$ cat src/rtl/wbs_pkg.sv
// rtl/wbs_pkg.sv - shared offsets, region and state enums for the Wishbone responder
package wbs_pkg;

    localparam logic [31:0] QUERY_OFS = 32'h0001_0000;
    localparam logic [31:0] LEAF_OFS  = 32'h0002_0000;
    localparam logic [31:0] BEST_OFS  = 32'h0003_0000;
    localparam logic [31:0] NODE_OFS  = 32'h0004_0000;

    localparam logic [15:0] REG_MODE  = 16'h0000;
    localparam logic [15:0] REG_DEBUG = 16'h0004;
    localparam logic [15:0] REG_DONE  = 16'h0008;
    localparam logic [15:0] REG_START = 16'h000C;
    localparam logic [15:0] REG_BUSY  = 16'h0010;

    typedef enum logic [2:0] {
        RGN_REG,
        RGN_QUERY,
        RGN_LEAF,
        RGN_BEST,
        RGN_NODE,
        RGN_NONE
    } region_e;

    typedef enum logic [1:0] {
        ST_IDLE,
        ST_ACCESS,
        ST_ACK
    } state_e;

endpackage

$ cat src/rtl/wbs_slave_ctrl_if.sv
// rtl/wbs_slave_ctrl_if.sv - Wishbone classic bus bundle between Caravel master and the responder
interface wbs_slave_ctrl_if;
    logic        wbs_cyc_i;
    logic        wbs_stb_i;
    logic        wbs_we_i;
    logic [3:0]  wbs_sel_i;
    logic [31:0] wbs_adr_i;
    logic [31:0] wbs_dat_i;
    logic        wbs_ack_o;
    logic [31:0] wbs_dat_o;

    modport master (
        output wbs_cyc_i, wbs_stb_i, wbs_we_i, wbs_sel_i, wbs_adr_i, wbs_dat_i,
        input  wbs_ack_o, wbs_dat_o
    );

    modport slave (
        input  wbs_cyc_i, wbs_stb_i, wbs_we_i, wbs_sel_i, wbs_adr_i, wbs_dat_i,
        output wbs_ack_o, wbs_dat_o
    );
endinterface

$ cat src/rtl/wbs_addr_decode.sv
// rtl/wbs_addr_decode.sv - combinational address to region/index/half/register-offset decoder
module wbs_addr_decode
    import wbs_pkg::*;
#(
    parameter int          MEM_AW = 13,
    parameter logic [31:0] BASE   = 32'h3000_0000
) (
    input  logic [31:0]       adr_i,
    output region_e           region_o,
    output logic [MEM_AW-1:0] idx_o,
    output logic              half_o,
    output logic [15:0]       reg_off_o
);

    logic [31:0] page;
    assign page = adr_i & 32'hFFFF_0000;

    always_comb begin
        region_o = RGN_NONE;
        if (page == BASE)                  region_o = RGN_REG;
        else if (page == BASE + QUERY_OFS) region_o = RGN_QUERY;
        else if (page == BASE + LEAF_OFS)  region_o = RGN_LEAF;
        else if (page == BASE + BEST_OFS)  region_o = RGN_BEST;
        else if (page == BASE + NODE_OFS)  region_o = RGN_NODE;
    end

    // Node memory packs one node per 32-bit word; the others are 64-bit words.
    assign idx_o     = (region_o == RGN_NODE) ? MEM_AW'(adr_i[7:2]) : MEM_AW'(adr_i[15:3]);
    assign half_o    = adr_i[2];
    assign reg_off_o = adr_i[15:0];

endmodule

$ cat src/rtl/wbs_slave_ctrl.sv
// rtl/wbs_slave_ctrl.sv - Wishbone responder for registers and SRAM halves; WBS_READBACK_EN enables QUERY/LEAF/NODE reads
module wbs_slave_ctrl
    import wbs_pkg::*;
#(
    parameter int          MEM_AW = 13,
    parameter int          NODE_W = 22,
    parameter logic [31:0] BASE   = 32'h3000_0000
) (
    input  logic               wb_clk_i,
    input  logic               rst_n,
    wbs_slave_ctrl_if.slave    wbs,
    output logic               mode_o,
    output logic               debug_o,
    output logic               fsm_start_o,
    input  logic               fsm_done_i,
    input  logic               fsm_busy_i,
    output logic [3:0]         mem_sel_o,
    output logic               mem_we_o,
    output logic [MEM_AW-1:0]  mem_addr_o,
    output logic [1:0]         mem_wmask_o,
    output logic [63:0]        mem_wdata_o,
    input  logic [63:0]        query_rdata_i,
    input  logic [63:0]        leaf_rdata_i,
    input  logic [63:0]        best_rdata_i,
    input  logic [NODE_W-1:0]  node_rdata_i
);

    state_e            state_q, state_d;
    region_e           region_q, region_d, dec_region;
    logic [MEM_AW-1:0] dec_idx, addr_q, addr_d;
    logic              dec_half, half_q, half_d;
    logic [15:0]       dec_off, off_q, off_d;
    logic              we_q, we_d, wr_q, wr_d;
    logic [63:0]       wdata_q, wdata_d;
    logic [3:0]        msel_q, msel_d;
    logic              mwe_q, mwe_d;
    logic [1:0]        wmask_q, wmask_d;
    logic              ack_q, ack_d;
    logic [31:0]       dat_q, dat_d;
    logic              mode_q, mode_d, debug_q, debug_d;
    logic              start_q, start_d, done_q, done_d, done_prev_q;
    logic              req_wr;

    wbs_addr_decode #(.MEM_AW(MEM_AW), .BASE(BASE)) u_dec (
        .adr_i     (wbs.wbs_adr_i),
        .region_o  (dec_region),
        .idx_o     (dec_idx),
        .half_o    (dec_half),
        .reg_off_o (dec_off)
    );

    assign req_wr = wbs.wbs_we_i && (wbs.wbs_sel_i != 4'b0000);

`ifdef WBS_READBACK_EN
    localparam bit READBACK = 1'b1;
`else
    localparam bit READBACK = 1'b0;
    logic unused_rdata;
    assign unused_rdata = ^{query_rdata_i, leaf_rdata_i, node_rdata_i};
`endif

    always_ff @(posedge wb_clk_i or negedge rst_n) begin
        if (!rst_n) state_q <= ST_IDLE;
        else        state_q <= state_d;
    end

    always_comb begin
        state_d  = state_q;
        region_d = region_q;
        addr_d   = addr_q;
        half_d   = half_q;
        off_d    = off_q;
        we_d     = we_q;
        wr_d     = wr_q;
        wdata_d  = wdata_q;
        mode_d   = mode_q;
        debug_d  = debug_q;
        done_d   = done_q;
        msel_d   = 4'b0000;
        mwe_d    = 1'b0;
        wmask_d  = 2'b00;
        ack_d    = 1'b0;
        dat_d    = 32'h0;
        start_d  = 1'b0;
        case (state_q)
            ST_IDLE: begin
                if (wbs.wbs_cyc_i && wbs.wbs_stb_i) begin
                    state_d  = ST_ACCESS;
                    region_d = dec_region;
                    addr_d   = dec_idx;
                    half_d   = dec_half;
                    off_d    = dec_off;
                    we_d     = wbs.wbs_we_i;
                    wr_d     = req_wr;
                    wdata_d  = {wbs.wbs_dat_i, wbs.wbs_dat_i};
                    case (dec_region)
                        RGN_QUERY, RGN_LEAF: begin
                            if (req_wr || (!wbs.wbs_we_i && READBACK))
                                msel_d = (dec_region == RGN_QUERY) ? 4'b0001 : 4'b0010;
                            mwe_d   = req_wr;
                            wmask_d = req_wr ? (dec_half ? 2'b10 : 2'b01) : 2'b00;
                        end
                        RGN_BEST: if (!wbs.wbs_we_i) msel_d = 4'b0100;
                        RGN_NODE: begin
                            if (req_wr || (!wbs.wbs_we_i && READBACK)) msel_d = 4'b1000;
                            mwe_d   = req_wr;
                            wmask_d = req_wr ? 2'b11 : 2'b00;
                        end
                        default: ;
                    endcase
                end
            end
            ST_ACCESS: begin
                if (!wbs.wbs_cyc_i) begin
                    state_d = ST_IDLE;
                end else begin
                    state_d = ST_ACK;
                    ack_d   = 1'b1;
                    if (wr_q && region_q == RGN_REG) begin
                        case (off_q)
                            REG_MODE:  mode_d  = wdata_q[0];
                            REG_DEBUG: debug_d = wdata_q[0];
                            REG_START: begin
                                start_d = 1'b1;
                                done_d  = 1'b0;
                            end
                            default: ;
                        endcase
                    end
                    if (!we_q) begin
                        case (region_q)
                            RGN_REG: begin
                                case (off_q)
                                    REG_MODE:  dat_d = {31'h0, mode_q};
                                    REG_DEBUG: dat_d = {31'h0, debug_q};
                                    REG_DONE:  dat_d = {31'h0, done_q};
                                    REG_BUSY:  dat_d = {31'h0, fsm_busy_i};
                                    default:   dat_d = 32'h0;
                                endcase
                            end
                            RGN_BEST: dat_d = half_q ? best_rdata_i[63:32] : best_rdata_i[31:0];
`ifdef WBS_READBACK_EN
                            RGN_QUERY: dat_d = half_q ? query_rdata_i[63:32] : query_rdata_i[31:0];
                            RGN_LEAF:  dat_d = half_q ? leaf_rdata_i[63:32] : leaf_rdata_i[31:0];
                            RGN_NODE:  dat_d = 32'(node_rdata_i);
`endif
                            default: dat_d = 32'h0;
                        endcase
                    end
                end
            end
            ST_ACK:  state_d = ST_IDLE;
            default: state_d = ST_IDLE;
        endcase
        // A done edge coinciding with a start write is kept rather than lost.
        if (fsm_done_i && !done_prev_q) done_d = 1'b1;
    end

    always_ff @(posedge wb_clk_i or negedge rst_n) begin
        if (!rst_n) begin
            region_q    <= RGN_NONE;
            addr_q      <= '0;
            half_q      <= 1'b0;
            off_q       <= 16'h0;
            we_q        <= 1'b0;
            wr_q        <= 1'b0;
            wdata_q     <= 64'h0;
            msel_q      <= 4'b0000;
            mwe_q       <= 1'b0;
            wmask_q     <= 2'b00;
            ack_q       <= 1'b0;
            dat_q       <= 32'h0;
            mode_q      <= 1'b0;
            debug_q     <= 1'b0;
            start_q     <= 1'b0;
            done_q      <= 1'b0;
            done_prev_q <= 1'b0;
        end else begin
            region_q    <= region_d;
            addr_q      <= addr_d;
            half_q      <= half_d;
            off_q       <= off_d;
            we_q        <= we_d;
            wr_q        <= wr_d;
            wdata_q     <= wdata_d;
            msel_q      <= msel_d;
            mwe_q       <= mwe_d;
            wmask_q     <= wmask_d;
            ack_q       <= ack_d;
            dat_q       <= dat_d;
            mode_q      <= mode_d;
            debug_q     <= debug_d;
            start_q     <= start_d;
            done_q      <= done_d;
            done_prev_q <= fsm_done_i;
        end
    end

    assign wbs.wbs_ack_o = ack_q;
    assign wbs.wbs_dat_o = dat_q;
    assign mode_o        = mode_q;
    assign debug_o       = debug_q;
    assign fsm_start_o   = start_q;
    assign mem_sel_o     = msel_q;
    assign mem_we_o      = mwe_q;
    assign mem_addr_o    = addr_q;
    assign mem_wmask_o   = wmask_q;
    assign mem_wdata_o   = wdata_q;

endmodule
$ cat src/flat_wrapper.sv
// flat-port wrapper written by rule: the top's interface ports become plain ports
module wbs_slave_ctrl_flat import wbs_pkg::*;
#(
    parameter int          MEM_AW = 13,
    parameter int          NODE_W = 22,
    parameter logic [31:0] BASE   = 32'h3000_0000
)
  (wb_clk_i, rst_n, mode_o, debug_o, fsm_start_o, fsm_done_i, fsm_busy_i, mem_sel_o, mem_we_o, mem_addr_o, mem_wmask_o, mem_wdata_o, query_rdata_i, leaf_rdata_i, best_rdata_i, node_rdata_i, wbs_wbs_cyc_i, wbs_wbs_stb_i, wbs_wbs_we_i, wbs_wbs_sel_i, wbs_wbs_adr_i, wbs_wbs_dat_i, wbs_wbs_ack_o, wbs_wbs_dat_o);
  wbs_slave_ctrl_if wbs_i ();
  input  logic wb_clk_i;
  input  logic rst_n;
  output logic mode_o;
  output logic debug_o;
  output logic fsm_start_o;
  input  logic fsm_done_i;
  input  logic fsm_busy_i;
  output logic [3:0] mem_sel_o;
  output logic mem_we_o;
  output logic [MEM_AW-1:0] mem_addr_o;
  output logic [1:0] mem_wmask_o;
  output logic [63:0] mem_wdata_o;
  input  logic [63:0] query_rdata_i;
  input  logic [63:0] leaf_rdata_i;
  input  logic [63:0] best_rdata_i;
  input  logic [NODE_W-1:0] node_rdata_i;
  input wire logic [$bits(wbs_i.wbs_cyc_i)-1:0] wbs_wbs_cyc_i;
  input wire logic [$bits(wbs_i.wbs_stb_i)-1:0] wbs_wbs_stb_i;
  input wire logic [$bits(wbs_i.wbs_we_i)-1:0] wbs_wbs_we_i;
  input wire logic [$bits(wbs_i.wbs_sel_i)-1:0] wbs_wbs_sel_i;
  input wire logic [$bits(wbs_i.wbs_adr_i)-1:0] wbs_wbs_adr_i;
  input wire logic [$bits(wbs_i.wbs_dat_i)-1:0] wbs_wbs_dat_i;
  output wire logic [$bits(wbs_i.wbs_ack_o)-1:0] wbs_wbs_ack_o;
  output wire logic [$bits(wbs_i.wbs_dat_o)-1:0] wbs_wbs_dat_o;
  assign wbs_i.wbs_cyc_i = wbs_wbs_cyc_i;
  assign wbs_i.wbs_stb_i = wbs_wbs_stb_i;
  assign wbs_i.wbs_we_i = wbs_wbs_we_i;
  assign wbs_i.wbs_sel_i = wbs_wbs_sel_i;
  assign wbs_i.wbs_adr_i = wbs_wbs_adr_i;
  assign wbs_i.wbs_dat_i = wbs_wbs_dat_i;
  assign wbs_wbs_ack_o = wbs_i.wbs_ack_o;
  assign wbs_wbs_dat_o = wbs_i.wbs_dat_o;
  wbs_slave_ctrl #(.MEM_AW(MEM_AW), .NODE_W(NODE_W), .BASE(BASE)) u_core (.wb_clk_i(wb_clk_i), .rst_n(rst_n), .wbs(wbs_i), .mode_o(mode_o), .debug_o(debug_o), .fsm_start_o(fsm_start_o), .fsm_done_i(fsm_done_i), .fsm_busy_i(fsm_busy_i), .mem_sel_o(mem_sel_o), .mem_we_o(mem_we_o), .mem_addr_o(mem_addr_o), .mem_wmask_o(mem_wmask_o), .mem_wdata_o(mem_wdata_o), .query_rdata_i(query_rdata_i), .leaf_rdata_i(leaf_rdata_i), .best_rdata_i(best_rdata_i), .node_rdata_i(node_rdata_i));
endmodule
$ cat config.mk
export PLATFORM = sky130hd
export DESIGN_NAME = wbs_slave_ctrl_flat
export DESIGN_NICKNAME = d
export VERILOG_FILES = /design/src/rtl/wbs_pkg.sv /design/src/rtl/wbs_slave_ctrl_if.sv /design/src/rtl/wbs_addr_decode.sv /design/src/rtl/wbs_slave_ctrl.sv /design/src/flat_wrapper.sv
export SDC_FILE = /design/constraint.sdc
export NUM_CORES = 1
export LEC_CHECK = 0
export ABC_AREA = 1
export BUFFER_PORTS_ARGS = -buffer_cell sky130_fd_sc_hd__buf_2
export CORE_AREA = 3 3 156 158
export CTS_CLUSTER_SIZE = 12
export DETAILED_ROUTE_END_ITERATION = 8
export DIE_AREA = 0 0 159 161
export SKIP_CTS_REPAIR_TIMING = 1
export SLEW_MARGIN = 20
export SYNTH_ARGS = -nofsm -noshare
export SYNTH_HDL_FRONTEND = slang
export SYNTH_SLANG_ARGS = --single-unit
$ cat constraint.sdc
create_clock -name wb_clk_i -period 3.8 [get_ports wb_clk_i]
set_clock_uncertainty 0.15 [all_clocks]
set_input_delay 0.57 -clock wb_clk_i [delete_from_list [all_inputs] [get_ports wb_clk_i]]
set_output_delay 0.57 -clock wb_clk_i [all_outputs]
set_load 0.005 [all_outputs]
Yosys cells after proc, flatten, opt, wreduce, memory -nomap -nowiden
Cells that the tools add are included.

word-level totals
  memories kept = 0
  memory bits (read-only) = 0
  logic and storage cells = 95
  input bits = 289
  bits in writable memories = 0
  output and inout bits = 120
  flip-flop bits (word level) = 146
  bits in latches = 0

operators by class
  bitwise logic cells = 0
  muxes and demuxes = 42
  divide/modulo/power cells = 0
  magnitude comparators = 0
  shift-type cells = 0
  eq/ne operators = 16
  reduce and logical (&&, ||, !) cells = 19
  add/subtract/negate cells = 0
  $mul = 0

operators with widths
  operator                                               number
  2-to-1 mux 32 bit                                      4
  equality test 16 x 14 -> 1 bit, second input constant  5
  case mux 32 bit (2 select lines)                       1
  equality test 16 x 4 -> 1 bit, second input constant   2
  equality test 16 x 3 -> 1 bit, second input constant   1
  equality test 16 x 5 -> 1 bit, second input constant   1
  logical NOT 16 bit                                     1
  2-to-1 mux 2 bit                                       8
  2-to-1 mux 4 bit                                       4
  2-to-1 mux 1 bit                                       15
  2-to-1 mux 3 bit                                       5
  2-to-1 mux 13 bit                                      1
  case mux 4 bit (3 select lines)                        1
  AND reduction 4 bit                                    3
  equality test 3 x 2 -> 1 bit, second input constant    3
  case mux 2 bit (2 select lines)                        2
  nonzero test 2 bit                                     4
  logical AND 1 bit                                      4
  case mux 1 bit (4 select lines)                        1
  nonzero test 4 bit                                     1
  equality test 3 x 1 -> 1 bit, second input constant    1
  equality test 3 bit, second input constant             1
  logical NOT 3 bit                                      1
  OR reduction 3 bit                                     1
  other kinds (6)                                        6

Longest topological paths before layout
  depth in word-level cells = 12
  mapped depth = 10
  gate-level depth less buffers = 9

Modules after synthesis
Synthesis repeated with hierarchy kept, for this count alone.

second synthesis, totals
  cell total of the unflattened synthesis = 660
  area total of the unflattened synthesis = 5418.9 sq um

modules (own cells, without submodules)
  module           cells each  times used  area an instance (sq um)  seq. area each (sq um)
  wbs_slave_ctrl   563         1           4914.7                    2855.2
  wbs_addr_decode  97          1           504.2                     0.0

Worst setup path after synthesis
Ideal clock, no wire load.

  path type = input port to flip-flop
  from = input wbs_wbs_adr_i[25]
  to = register u_core.addr_q[0], in the netlist u_core.mem_addr_o[0]
  data required time = 3.527 ns
  path buffers = 1
  setup time = 0.123 ns
  arrival = 1.396 ns
  setup slack = 2.131 ns
  stages on the path = 7
  cell sequence = nor2_1 > nand2_1 > nor2_2 > nand2_1 > clkbuf_1 > o21ai_0 > nand2_1

between the ends
  cells in the longest elaborated chain, start to end = 8
  elaborated cells between the ends (all ways) = 12
  classes of those cells = 6 x eq/ne; 6 x mux

RTL lines
  item                            RTL line               RTL
  from (decl)                     flat_wrapper.sv:30     input wire logic [$bits(wbs_i.wbs_adr_i)-1:0] wbs_wbs_adr_i;
  equality test 16 x 14 -> 1 bit  wbs_addr_decode.sv:24  else if (page == BASE + NODE_OFS) region_o = RGN_NODE;
  2-to-1 mux 1 bit                wbs_addr_decode.sv:24
  2-to-1 mux 3 bit                wbs_addr_decode.sv:23  else if (page == BASE + BEST_OFS) region_o = RGN_BEST;
  2-to-1 mux 3 bit                wbs_addr_decode.sv:22  else if (page == BASE + LEAF_OFS) region_o = RGN_LEAF;
  2-to-1 mux 3 bit                wbs_addr_decode.sv:21  else if (page == BASE + QUERY_OFS) region_o = RGN_QUERY;
  2-to-1 mux 3 bit (*)            wbs_addr_decode.sv:20  if (page == BASE) region_o = RGN_REG;
  equality test 3 bit (*)         wbs_addr_decode.sv:28  assign idx_o = (region_o == RGN_NODE) ? MEM_AW'(adr_i[7:2]) : MEM_AW'(adr_i[15:3]);
  2-to-1 mux 13 bit (*)           wbs_addr_decode.sv:28
  to (signal assigned)            wbs_slave_ctrl.sv:180  addr_q <= addr_d;
  to (decl)                       wbs_slave_ctrl.sv:30   logic [MEM_AW-1:0] dec_idx, addr_q, addr_d;

Every way passes the cells marked *; elsewhere a longest branch is shown, timed or not.
A chain may end at the register's enable or synchronous reset.

Final worst setup path
  from = input wbs_wbs_adr_i[23]
  to = register u_core.wmask_q[0], in the netlist u_core.mem_wmask_o[0]

between the ends
  cells in the longest elaborated chain, start to end = 11
  elaborated cells between the ends (all ways) = 17
  classes of those cells = 8 x eq/ne; 8 x mux; 1 x reduce/logical

RTL lines
  item                                                                          RTL line               RTL
  equality test 16 x 14 -> 1 bit                                                wbs_addr_decode.sv:24
  2-to-1 mux 1 bit                                                              wbs_addr_decode.sv:24
  2-to-1 mux 3 bit                                                              wbs_addr_decode.sv:23
  2-to-1 mux 3 bit                                                              wbs_addr_decode.sv:22
  2-to-1 mux 3 bit                                                              wbs_addr_decode.sv:21
  2-to-1 mux 3 bit (*)                                                          wbs_addr_decode.sv:20
  equality test 3 x 2 -> 1 bit or equality test 3 x 1 -> 1 bit (tied branches)  wbs_slave_ctrl.sv:96   case (dec_region)
  OR reduction 2 bit                                                            wbs_slave_ctrl.sv:96
  case mux 2 bit (2 select lines) (*)                                           wbs_slave_ctrl.sv:96
  2-to-1 mux 2 bit (*)                                                          wbs_slave_ctrl.sv:87   if (wbs.wbs_cyc_i && wbs.wbs_stb_i) begin
  2-to-1 mux 2 bit (*)                                                          wbs_slave_ctrl.sv:85   case (state_q)
  net u_core.wmask_d[0]                                                         wbs_slave_ctrl.sv:37   logic [1:0] wmask_q, wmask_d;
  to (signal assigned)                                                          wbs_slave_ctrl.sv:188  wmask_q <= wmask_d;
  to (decl)                                                                     wbs_slave_ctrl.sv:37

Mark *: on every way through the listed nets, which the timed path passes. The rest lies on a longest branch.

==> results.yml <==
pwr:
  power_w: 0.00363
  p_comb_share_pct: 14.6
  power_leakage_nw: 3.85
  p_seq_share_pct: 38.7
  power.density_nw_per_um2: 527
  power.internal_w: 0.00269
  p_sw_w: 0.000942
  p_sw_share_pct: 26.0
  p_clk_share_pct: 46.7
  peakVddDrop_mv: 0.242
worst_setup_path:
  path_buf_inv: 1
  crit_fanout: 22
  path_cells: "buf_2 > nor2_1 > nand2_1 > nor2_1 > nand2_1 > nor2_2 > nor2_1 > a21oi_1"
  crit_family: "simple AND/OR/NAND/NOR gates"
  cpMaxStageDelayCell: "nand2_1"
  slowest_delay_ps: 450
  crit_arrival_ps: 2200
  worstSetupPathType: "in2reg"
  crit_top_cell: "nor2_1"
  cp-end-kind: "flop"
  critPathRequiredTime_ps: 3980
  worstSetupStartpointType: "input port"
global_routing:
  grt_max_degree: 80
  met1_usage_pct: 14.8
  first_global_vias: 4230
  use_met3_pct: 4.44
  antenna_found_initial: 4
  busiest_layer: "met2"
  grt_usage_pct: 11.6
  grt_pass1_wl_um: 23000
  overflow: 0
  grt.met2_usage_pct: 17.9
placed_design:
  portBuffers: 258
  post-place-cells: 1106
  dp_hpwl_um: 10800
  place.gp.congestion: 0.792
  placed_cell_area_um2: 6270
route:
  drt_iter0_drc: 163
  antenna_left: 0
  drt-wirelength-per-cell_um: 13.2
  drt-total-wl_um: 15100
  vias_per_cell: 3.91
  drc: 0
  firstDrtPassIters: 5
  vias: 4452
cells_and_area:
  design_area_um2: 6890
  fillers: 2542
  final-instance-count-excl-fill: 1138
  drive_gt1_share_pct: 36.5
  syn2layout_area_growth_pct: 40.4
  insertedDiodeCount: 0
  fin_nets: 1095
timing:
  tns_ps: 0
  setup-violations-final: 0
  worst_pin_slew_ps: 920
  fmax_ghz: 0.496
  drv_slew: 0
  finalHoldWorstSlack_ps: 63.9
  hold_viol: 0
  rsz0062_at_grt: "false"
  timing.final.crit_share_pct: 53.0
  post-route-min-period_ps: 2020
  slew_headroom_pct: 38.6
floorplanning:
  core_um2: 23300
  io_pins: 409
  num_rows: 56
  die-area_um2: 25600
  die_w_um: 159
  initial_utilization_pct: 21.1
  fp.dieH_um: 161
clocking:
  clk_pin_slew_ps: 60
  cts_made_buffers: 17
  clk_latency_ps: 410
  cts.sinks: 113
  cts_root_buf: "clkbuf_16"
  h-tree-depth: 4
  cts_tree: "done"
  cts_buffer_depth: 2
logic_synthesis:
  synth_area_leaders: "dfrtp_1, nand2_1, buf_4, a21oi_1, inv_1"
  synth.area.mux_share_pct: 0
  synth_top_cell_by_area: "dfrtp_1"
  synth_top_family_by_area: "simple AND/OR/NAND/NOR gates"
  synth_top_cell_area_share_pct: 56.6
  synth_xor_area_share_pct: 0
  syn-num-nets: 872
  syn_area_um2: 4910
  synth.distinct_cells: 20
  synth-compound-area-share_pct: 6.63
  synth-simple-area-share_pct: 25.3
  synthAdderAreaFrac_pct: 0
  syn_inst: 583
  syn_avg_cell_area_um2: 8.42
  ys_ff_latch: 113
  yosys_warnings: 0
  synth_seq_area_share_pct: 57.7
flow_run:
  maxCapViolations: 0
outcome:
  outcome: "completed"
hold_path:
  hold_path_class: "in2async"
[kinds of logic (layout without fill, tap and decap cells)]
group / after synthesis / in the layout
AOI/OAI and AO/OA: 65 / 65
buffers and inverters: 95 / 331
DFF: 113 / 113
and+or+nand+nor: 310 / 310
[per-layer routing]
layer  part of all wire [%]  vias up
met2                     45      202
met5                   0.31        -
met1                     45     1998
met3                    8.6       21
met4                    1.4        8
li1                       -     2223
[power by group through the flow]
stage	combinational, W	clock, W	sequential [W]
4_1_cts	0.000547	0.00176	0.00141
2_1_floorplan	0.000308	0	0.00142
3_5_place_dp	0.000546	0	0.00142
3_3_place_gp	0.000536	0	0.00142
6_report	0.000529	0.00170	0.00140
5_1_grt	0.000605	0.00181	0.00142
[sequential cells by signal (all words and copies together), names as in the netlist]
name / count
u_core.mem_addr_o: 13
u_core.debug_o: 1
u_core.wbs.wbs_ack_o: 1
u_core.done_q: 1
u_core.mem_we_o: 1
u_core.mode_o: 1
u_core.region_q: 3
u_core.mem_wdata_o: 32
u_core.we_q: 1
u_core.wr_q: 1
u_core.wbs.wbs_dat_o: 32
u_core.fsm_start_o: 1
u_core.mem_sel_o: 4
u_core.state_q: 2
u_core.off_q: 16
u_core.done_prev_q: 1
u_core.mem_wmask_o: 2
[metrics by stage]
step / worst slack [ps] / util (%)
detailed placement: 1330 / 26.9
finish: 1780 / 29.6
CTS: 1770 / 29.6
global route: 1570 / 29.6
global placement: 1370 / 26.9
floorplan: 2130 / -
[final cells by class]
class / count / area, µm² / share of cell area, %
Sequential cell: 113 / 2830 / 41.1
Multi-Input combinational cell: 375 / 1570 / 22.7
Timing Repair Buffer: 261 / 1330 / 19.3
Clock buffer: 23 / 468 / 6.79
Tap cell: 319 / 399 / 5.79
Clock inverter: 9 / 155 / 2.25
Inverter: 38 / 143 / 2.07
[path summary, 6_finish.rpt]
kind	from	to	slack (ps)	depth (start not counted)
worst max-delay path	wbs_wbs_adr_i[23]	u_core.mem_wmask_o[0]$_DFF_PN0_	1780	8
worst min-delay path	rst_n	u_core.wbs.wbs_dat_o[23]$_DFF_PN0_	60	1
worst max register to register	u_core.state_q[0]$_DFFE_PN0P_	u_core.mem_sel_o[2]$_DFF_PN0_	1900	4
worst min register to register	u_core.done_prev_q$_DFF_PN0_	u_core.done_q$_DFFE_PN0P_	280	1
max in group asynchronous	rst_n	u_core.mem_addr_o[12]$_DFFE_PN0P_	2630	2
min in group wb_clk_i	fsm_done_i	u_core.done_prev_q$_DFF_PN0_	130	1
[cells in the mapped netlist]
cell	n
o21ai_1	3
nand3_1	18
inv_2	3
buf_4	33
inv_1	35
and2_0	1
nand3b_1	2
buf_2	6
nand2_1	243
nor3_4	1
nor3_1	4
o21ai_0	26
a21oi_1	36
nand4_1	7
buf_6	3
dfrtp_1	111
nor2_1	30
nor2_2	4
dfstp_2	2
clkbuf_1	15
[placed cells by master (no fill, tap or decap), types with 4 or more instances in the layout]
cell type | synthesis | layout
a21oi_1 | 36 | 36
buf_2 | 6 | 257
bufinv_16 | 0 | 4
clkbuf_1 | 15 | 4
clkbuf_16 | 0 | 17
clkinvlp_4 | 0 | 4
dfrtp_1 | 111 | 111
inv_1 | 35 | 35
nand2_1 | 243 | 243
nand3_1 | 18 | 18
nand4_1 | 7 | 7
nor2_1 | 30 | 30
nor2_2 | 4 | 4
nor3_1 | 4 | 4
o21ai_0 | 26 | 26
[worst register-to-register path, stage by stage, from the launching register on]
cell and delay, ps:
dfrtp_1 410, nor3_4 210, buf_4 630, nand4_1 220
nor3_1 180
No activity file was read; power rests on OpenSTA's default activity.
